`src/rtl/aes_pkg.sv`:
```
// Shared AES definitions: word/block widths, key-length helpers,
// GF(2^8) doubling and the key-expander FSM state encoding.
package aes_pkg;

  localparam int AES_WORD_LEN  = 32;
  localparam int AES_BLOCK_LEN = 128;

  typedef enum logic [2:0] {
    IDLE    = 3'd0,
    LOAD    = 3'd1,
    SUB     = 3'd2,
    COMBINE = 3'd3,
    DRAIN   = 3'd4
  } kx_state_e;

  // Number of 32-bit words in the cipher key.
  function automatic int nk_of(input int key_len);
    return key_len / AES_WORD_LEN;
  endfunction

  // Number of rounds; the schedule produces nr_of()+1 round keys.
  function automatic int nr_of(input int key_len);
    return nk_of(key_len) + 6;
  endfunction

  // Multiply by x in GF(2^8) modulo x^8 + x^4 + x^3 + x + 1.
  function automatic logic [7:0] xtime(input logic [7:0] b);
    return {b[6:0], 1'b0} ^ (b[7] ? 8'h1b : 8'h00);
  endfunction

endpackage

```
`src/rtl/aes_subword.sv`:
```
// Four AES byte S-boxes with a registered 32-bit output (1-cycle latency).
// Each S-box is computed as the GF(2^8) inverse followed by the affine map.
module aes_subword
  import aes_pkg::*;
(
  input  logic        clk,
  input  logic        reset,
  input  logic [31:0] in_word,
  output logic [31:0] out_word
);

  function automatic logic [7:0] gf_mul(input logic [7:0] a, input logic [7:0] b);
    logic [7:0] p;
    logic [7:0] aa;
    p  = 8'h00;
    aa = a;
    for (int k = 0; k < 8; k++) begin
      if (b[k]) p = p ^ aa;
      aa = xtime(aa);
    end
    return p;
  endfunction

  // x^254 is the multiplicative inverse (and maps 0 to 0).
  function automatic logic [7:0] sbox_byte(input logic [7:0] x);
    logic [7:0] sq;
    logic [7:0] inv;
    sq  = x;
    inv = 8'h01;
    for (int k = 1; k < 8; k++) begin
      sq  = gf_mul(sq, sq);
      inv = gf_mul(inv, sq);
    end
    return inv ^ {inv[6:0], inv[7]} ^ {inv[5:0], inv[7:6]} ^
           {inv[4:0], inv[7:5]} ^ {inv[3:0], inv[7:4]} ^ 8'h63;
  endfunction

  logic [31:0] sub_d;
  logic [31:0] sub_q;

  // Substitute all four bytes of the presented word.
  always_comb begin
    sub_d = {sbox_byte(in_word[31:24]), sbox_byte(in_word[23:16]),
             sbox_byte(in_word[15:8]),  sbox_byte(in_word[7:0])};
  end

  // Register the substituted word.
  always_ff @(posedge clk) begin
    if (reset) sub_q <= '0;
    else       sub_q <= sub_d;
  end

  assign out_word = sub_q;

endmodule

```
`src/rtl/aes_key_expander.sv`:
```
// Iterative AES key schedule for 128/192/256-bit keys. Words are produced
// one at a time through a shared registered S-box (SUB then COMBINE per word),
// packed four at a time and streamed out as 128-bit round keys.
//
// Handshakes: a transfer happens on a rising edge where valid && ready.
// key_valid/key_ready: key_ready is high only in IDLE; key_in is sampled on
// the accepting edge and key_valid is ignored otherwise. rk_valid/rk_ready:
// once rk_valid rises, rk_data/rk_round/rk_last hold until the edge where
// rk_ready is also high. No output depends combinationally on any input.
module aes_key_expander
  import aes_pkg::*;
#(
  parameter int KEY_LEN  = 128,
  parameter int WORD_LEN = 32
) (
  input  logic                     clk,
  input  logic                     reset,
  input  logic [KEY_LEN-1:0]       key_in,
  input  logic                     key_valid,
  output logic                     key_ready,
  output logic [AES_BLOCK_LEN-1:0] rk_data,
  output logic [3:0]               rk_round,
  output logic                     rk_last,
  output logic                     rk_valid,
  input  logic                     rk_ready,
  output logic                     busy,
  output logic [2:0]               state_dbg
);

  localparam int         NK          = nk_of(KEY_LEN);
  localparam int         NR          = nr_of(KEY_LEN);
  localparam int         TOTAL_WORDS = 4 * (NR + 1);
  localparam logic [3:0] LAST_ROUND  = 4'(NR);
  localparam logic [2:0] NK_LAST     = 3'(NK - 1);
  localparam logic [5:0] FIRST_GEN   = 6'(NK);
  localparam logic [5:0] LAST_WORD   = 6'(TOTAL_WORDS - 1);

  if (!(KEY_LEN == 128 || KEY_LEN == 192 || KEY_LEN == 256)) begin : g_bad_key_len
    $fatal(1, "aes_key_expander: KEY_LEN must be 128, 192 or 256");
  end
  if (WORD_LEN != AES_WORD_LEN) begin : g_bad_word_len
    $fatal(1, "aes_key_expander: WORD_LEN must be 32");
  end

  kx_state_e    state_q;
  logic [31:0]  win_q [NK];     // win_q[0] = w[i-Nk] ... win_q[NK-1] = w[i-1]
  logic [31:0]  asm_q [4];      // asm_q[0] is the oldest word of the round key
  logic [2:0]   asm_cnt_q;
  logic [2:0]   load_cnt_q;
  logic [5:0]   word_idx_q;     // index i of the word being generated
  logic [2:0]   mod_q;          // i mod Nk
  logic [7:0]   rcon_q;
  logic [3:0]   round_q;
  logic [127:0] rk_data_q;
  logic [3:0]   rk_round_q;
  logic         rk_last_q;
  logic         rk_valid_q;
  logic         busy_q;
  logic         key_ready_q;

  logic         asm_full;
  logic         handover;
  logic         can_append;
  logic         last_accept;
  logic         key_accept;
  logic         append_en;
  logic [31:0]  append_word;
  logic         is_rot;
  logic         is_sub4;
  logic [31:0]  w_prev;
  logic [31:0]  w_old;
  logic [31:0]  sbox_in;
  logic [31:0]  sbox_out;
  logic [31:0]  temp;
  logic [31:0]  w_new;

  aes_subword u_subword (
    .clk      (clk),
    .reset    (reset),
    .in_word  (sbox_in),
    .out_word (sbox_out)
  );

  // Flow control: handover frees the assembly register, appends wait for room.
  always_comb begin
    asm_full    = (asm_cnt_q == 3'd4);
    handover    = asm_full && (!rk_valid_q || rk_ready);
    can_append  = !asm_full || handover;
    last_accept = rk_valid_q && rk_ready && rk_last_q;
    key_accept  = (state_q == IDLE) && key_valid;
    append_en   = 1'b0;
    append_word = w_new;
    case (state_q)
      LOAD: begin
        append_en   = can_append;
        append_word = win_q[0];
      end
      COMBINE: append_en = can_append;
      default: append_en = 1'b0;
    endcase
  end

  // Next schedule word; the S-box input is held steady while COMBINE stalls.
  always_comb begin
    w_prev  = win_q[NK-1];
    w_old   = win_q[0];
    is_rot  = (mod_q == 3'd0);
    is_sub4 = (NK == 8) && (mod_q == 3'd4);
    sbox_in = is_rot ? {w_prev[23:0], w_prev[31:24]} : w_prev;
    if (is_rot)       temp = sbox_out ^ {rcon_q, 24'h0};
    else if (is_sub4) temp = sbox_out;
    else              temp = w_prev;
    w_new = w_old ^ temp;
  end

  // Assembly shift register and output holding register.
  always_ff @(posedge clk) begin
    if (reset) begin
      for (int k = 0; k < 4; k++) asm_q[k] <= '0;
      asm_cnt_q  <= '0;
      round_q    <= '0;
      rk_data_q  <= '0;
      rk_round_q <= '0;
      rk_last_q  <= 1'b0;
      rk_valid_q <= 1'b0;
    end else begin
      if (append_en) begin
        for (int k = 0; k < 3; k++) asm_q[k] <= asm_q[k+1];
        asm_q[3] <= append_word;
      end
      if (handover)       asm_cnt_q <= append_en ? 3'd1 : 3'd0;
      else if (append_en) asm_cnt_q <= asm_cnt_q + 3'd1;
      if (handover) begin
        rk_data_q  <= {asm_q[0], asm_q[1], asm_q[2], asm_q[3]};
        rk_round_q <= round_q;
        rk_last_q  <= (round_q == LAST_ROUND);
        rk_valid_q <= 1'b1;
        round_q    <= round_q + 4'd1;
      end else if (rk_valid_q && rk_ready) begin
        rk_valid_q <= 1'b0;
        rk_last_q  <= 1'b0;
      end
      if (key_accept) round_q <= '0;
    end
  end

  // Control FSM: load key words, then SUB/COMBINE per generated word.
  always_ff @(posedge clk) begin
    if (reset) begin
      state_q     <= IDLE;
      for (int k = 0; k < NK; k++) win_q[k] <= '0;
      load_cnt_q  <= '0;
      word_idx_q  <= '0;
      mod_q       <= '0;
      rcon_q      <= '0;
      busy_q      <= 1'b0;
      key_ready_q <= 1'b1;
    end else begin
      case (state_q)
        IDLE: begin
          if (key_valid) begin
            for (int k = 0; k < NK; k++)
              win_q[k] <= key_in[KEY_LEN-1-AES_WORD_LEN*k -: AES_WORD_LEN];
            load_cnt_q  <= '0;
            word_idx_q  <= FIRST_GEN;
            mod_q       <= '0;
            rcon_q      <= 8'h01;
            busy_q      <= 1'b1;
            key_ready_q <= 1'b0;
            state_q     <= LOAD;
          end
        end
        LOAD: begin
          // Rotate the window so after Nk appends it holds w[0..Nk-1] again.
          if (can_append) begin
            for (int k = 0; k < NK-1; k++) win_q[k] <= win_q[k+1];
            win_q[NK-1] <= win_q[0];
            if (load_cnt_q == NK_LAST) state_q <= SUB;
            else                       load_cnt_q <= load_cnt_q + 3'd1;
          end
        end
        SUB: state_q <= COMBINE;
        COMBINE: begin
          if (can_append) begin
            for (int k = 0; k < NK-1; k++) win_q[k] <= win_q[k+1];
            win_q[NK-1] <= w_new;
            if (is_rot) rcon_q <= xtime(rcon_q);
            mod_q <= (mod_q == NK_LAST) ? 3'd0 : mod_q + 3'd1;
            if (word_idx_q == LAST_WORD) begin
              state_q <= DRAIN;
            end else begin
              word_idx_q <= word_idx_q + 6'd1;
              state_q    <= SUB;
            end
          end
        end
        DRAIN: begin
          if (last_accept) begin
            busy_q      <= 1'b0;
            key_ready_q <= 1'b1;
            state_q     <= IDLE;
          end
        end
        default: state_q <= IDLE;
      endcase
    end
  end

  assign key_ready = key_ready_q;
  assign rk_data   = rk_data_q;
  assign rk_round  = rk_round_q;
  assign rk_last   = rk_last_q;
  assign rk_valid  = rk_valid_q;
  assign busy      = busy_q;
  assign state_dbg = state_q;

endmodule
```
`config.mk`:
```
export PLATFORM = sky130hd
export DESIGN_NAME = aes_key_expander
export DESIGN_NICKNAME = d
export VERILOG_FILES = /design/src/rtl/aes_pkg.sv /design/src/rtl/aes_subword.sv /design/src/rtl/aes_key_expander.sv
export SDC_FILE = /design/constraint.sdc
export NUM_CORES = 2
export LEC_CHECK = 0
export CORE_ASPECT_RATIO = 1.5
export CORE_MARGIN = 2
export CORE_UTILIZATION = 35
export DETAILED_ROUTE_END_ITERATION = 8
export MAX_ROUTING_LAYER = met4
export PLACE_DENSITY = 0.58
export SLEW_MARGIN = 20
export SYNTH_ARGS = -nofsm -noshare
export SYNTH_HDL_FRONTEND = slang
export SYNTH_SLANG_ARGS = --single-unit
```
`constraint.sdc`:
```
create_clock -name clk -period 23.8 [get_ports clk]
set_input_delay 3.57 -clock clk [delete_from_list [all_inputs] [get_ports clk]]
set_output_delay 3.57 -clock clk [all_outputs]
set_load 0.01 [all_outputs]
```
==> flow_summary.json <==
{
  "ant_nets": 0,
  "cts_tree": "built",
  "highest-signal-layer": "met4",
  "grt_pass1_vias": 69074,
  "holdBufCountCts": 0,
  "drc_errors": 0,
  "synthToLayoutAreaGrowth_pct": 9.60,
  "rsz0062_at_grt": "false",
  "ys_types": 138,
  "crit_family": "compound AO/OA/AOI/OAI gates",
  "required_ns": 24.32,
  "clkTransAtPathRegs_ns": 0.06,
  "status": "finished, final reports clean",
  "hpwl_mm": 192,
  "cts.sinks": 454,
  "numCtsBuffers": 43,
  "synth_edf_count": 256,
  "worstMarginPinSlew_ns": 1.12,
  "drive_above_1_share_pct": 8.29,
  "cp-start-kind": "register",
  "hold_violations": 0,
  "nNetsFinal": 9955,
  "wirelength_mm": 259,
  "grt_usage_pct": 22.4,
  "drt-met1-wl_mm": 103,
  "die-area_mm2": 0.228,
  "slew_headroom_pct": 24.9,
  "antenna_found_initial": 13,
  "path_class": "reg2reg",
  "seqCellArea_mm2": 0.0117,
  "wl_met2_mm": 132,
  "async_reset_ff_share_pct": 0,
  "die_h_um": 583,
  "core_area_mm2": 0.223,
  "vias": 71808,
  "end_kind": "register",
  "synth_area_per_cell_um2": 7.94,
  "drt_pass1_iterations": 8,
  "syn_area_mm2": 0.0784,
  "initial_utilization_pct": 35.2,
  "period_share_pct": 89.5,
  "synth_warnings": 0,
  "slowest_stage": "xnor2_1",
  "synth_nets": 10042,
  "io_pins": 271,
  "clockBufferDepth": 3,
  "globalRouteOverflowTotal": 0,
  "die_x_um": 390,
  "slew_viol_final": 0,
  "grt_first_pass_wirelength_mm": 405,
  "crit_fanout": 64,
  "max_freq_mhz": 47.0,
  "synthFlopType": "edfxtp_1",
  "path_buf_inv": 6,
  "drt-initial-drc-count": 5720,
  "synth_cells": 9873,
  "cts_setup_buffers": 0,
  "h-tree-depth": 2,
  "multi_input_area_mm2": 0.0638,
  "slowest_delay_ns": 0.86,
  "yosysSeqAreaShare_pct": 14.9,
  "critPathArrivalTime_ns": 21.81,
  "hold_start": "rk_data[127]",
  "routed_via_density": 5.64,
  "post_cts_resized": 0,
  "clock-root-buffer": "clkbuf_16",
  "insertion_delay_ns": 0.61,
  "maxCapViolCount": 0,
  "tns_ns": 0,
  "min_period_ns": 21.30,
  "row_count": 212,
  "wl_met3_mm": 13.8,
  "ys_seq_elements": 454,
  "n_fill_cell": 22609,
  "finalSetupViolations": 0,
  "numPortBuffers": 270,
  "drt-wirelength-per-cell_um": 20.4,
  "r2r-start": "mod_q[0]",
  "holdCritPathClass": "reg2reg",
  "critPathLaunch": "mod_q[0]",
  "grt_max_degree": 96,
  "fin_skew_ns": 0.0148,
  "gp_congestion": 0.921
}
kinds of logic after synthesis:
logic type	share of synthesized area (%)
AO/OA/AOI/OAI	17.9
XOR/XNOR	38.2
adder cells (fa/ha/maj)	0.616
buffers and inverters	4.32
flip-flops	14.9
multiplexers	4.73
AND/OR/NAND/NOR	19.4
sequential cells by signal, indices dropped and copies added (netlist names), 4 cells and up:
signal and flops:
u_subword.out_word 32, win_q 128, rk_data 128, word_idx_q 6, rk_round 4, asm_q 128
round_q 4, rcon_q 8
routing by layer:
metal  vias up  global-route usage [%]
met5         -                       -
met4         0                    8.54
met3       541                    2.03
met2      2436                    40.0
met1     34577                    25.9
li1      34254                       -
cells in the final DEF, fill, tap and decap left out, types with 259 or more instances in the layout:
cell and count:
a21oi_1 636, buf_4 275, clkdlybuf4s50_1 269, mux2i_1 259, nand2_1 1120, nor2_1 1236
o21ai_0 372, xnor2_1 1600, xnor3_1 288, xor2_1 471
tightest hold or removal path: cells and delay by family, from the launching register on:
kind             cells  cell delay, ns
AO/OA/AOI/OAI        1            0.05
AND/OR/NAND/NOR      1            0.05
flip-flops           1            0.31
metrics by stage:
stage                     utilization [%]  area, um^2  cells  hold WS, ns  setup slack (ns)
after CTS                            38.5       85800  12710        0.452              2.75
after floorplan                         -       78400   9873        0.432              6.92
after global routing                 38.6       85900  12722        0.469              1.15
after global placement               37.9       84300  12630        0.442              3.25
final                                38.6       85900  12723        0.452              2.50
after detailed placement             37.9       84300  12630        0.445              2.82
layout make-up:
cell class	count	area share (%)
clock buffer	53	1.36
multi-input combinational	8613	74.3
tap	2889	4.21
antenna	13	0.0379
clock inverter	27	0.392
inverter	129	0.564
timing repair buffer	545	5.55
sequential	454	13.6
worst paths after layout:
check	endpoint	slack (ns)	depth (start not counted)
max	u_subword.out_word[5]	2.50	56
min	rk_data[127]	0.45	2
max reg2reg	u_subword.out_word[5]	2.50	56
min reg2reg	rk_data[127]	0.45	2
synth_stat cells (31+ instances only):
| cell type | n | area (um^2) |
|---|---|---|
| a211o_1 | 33 | 289 |
| a211oi_1 | 90 | 676 |
| a21oi_1 | 636 | 3180 |
| a22o_1 | 123 | 1080 |
| a22oi_1 | 51 | 383 |
| a31oi_1 | 90 | 563 |
| a32oi_1 | 31 | 272 |
| and2_1 | 159 | 995 |
| and3_1 | 55 | 344 |
| buf_1 | 64 | 240 |
| buf_2 | 122 | 611 |
| clkbuf_1 | 454 | 1700 |
| dfxtp_1 | 198 | 3960 |
| edfxtp_1 | 256 | 7690 |
| ha_1 | 37 | 463 |
| inv_1 | 98 | 368 |
| mux2_2 | 63 | 709 |
| mux2i_1 | 259 | 2590 |
| nand2_1 | 1120 | 4200 |
| nand2b_1 | 62 | 388 |
| nand3_1 | 237 | 1190 |
| nand4_1 | 52 | 325 |
| nor2_1 | 1239 | 4650 |
| nor2b_1 | 43 | 269 |
| nor3_1 | 259 | 1300 |
| nor4_1 | 37 | 231 |
| o211ai_1 | 72 | 541 |
| o21ai_0 | 372 | 1860 |
| o21ai_1 | 41 | 205 |
| o22ai_1 | 124 | 776 |
| o31ai_1 | 36 | 270 |
| or3_1 | 62 | 388 |
| xnor2_1 | 1640 | 14400 |
| xnor2_2 | 124 | 2020 |
| xnor3_1 | 288 | 6490 |
| xor2_1 | 484 | 4240 |
| xor2_2 | 36 | 586 |
| xor3_1 | 42 | 998 |
Power is not shown: default switching activity piles up to over one toggle a cycle in this logic, so the estimate is an artifact.
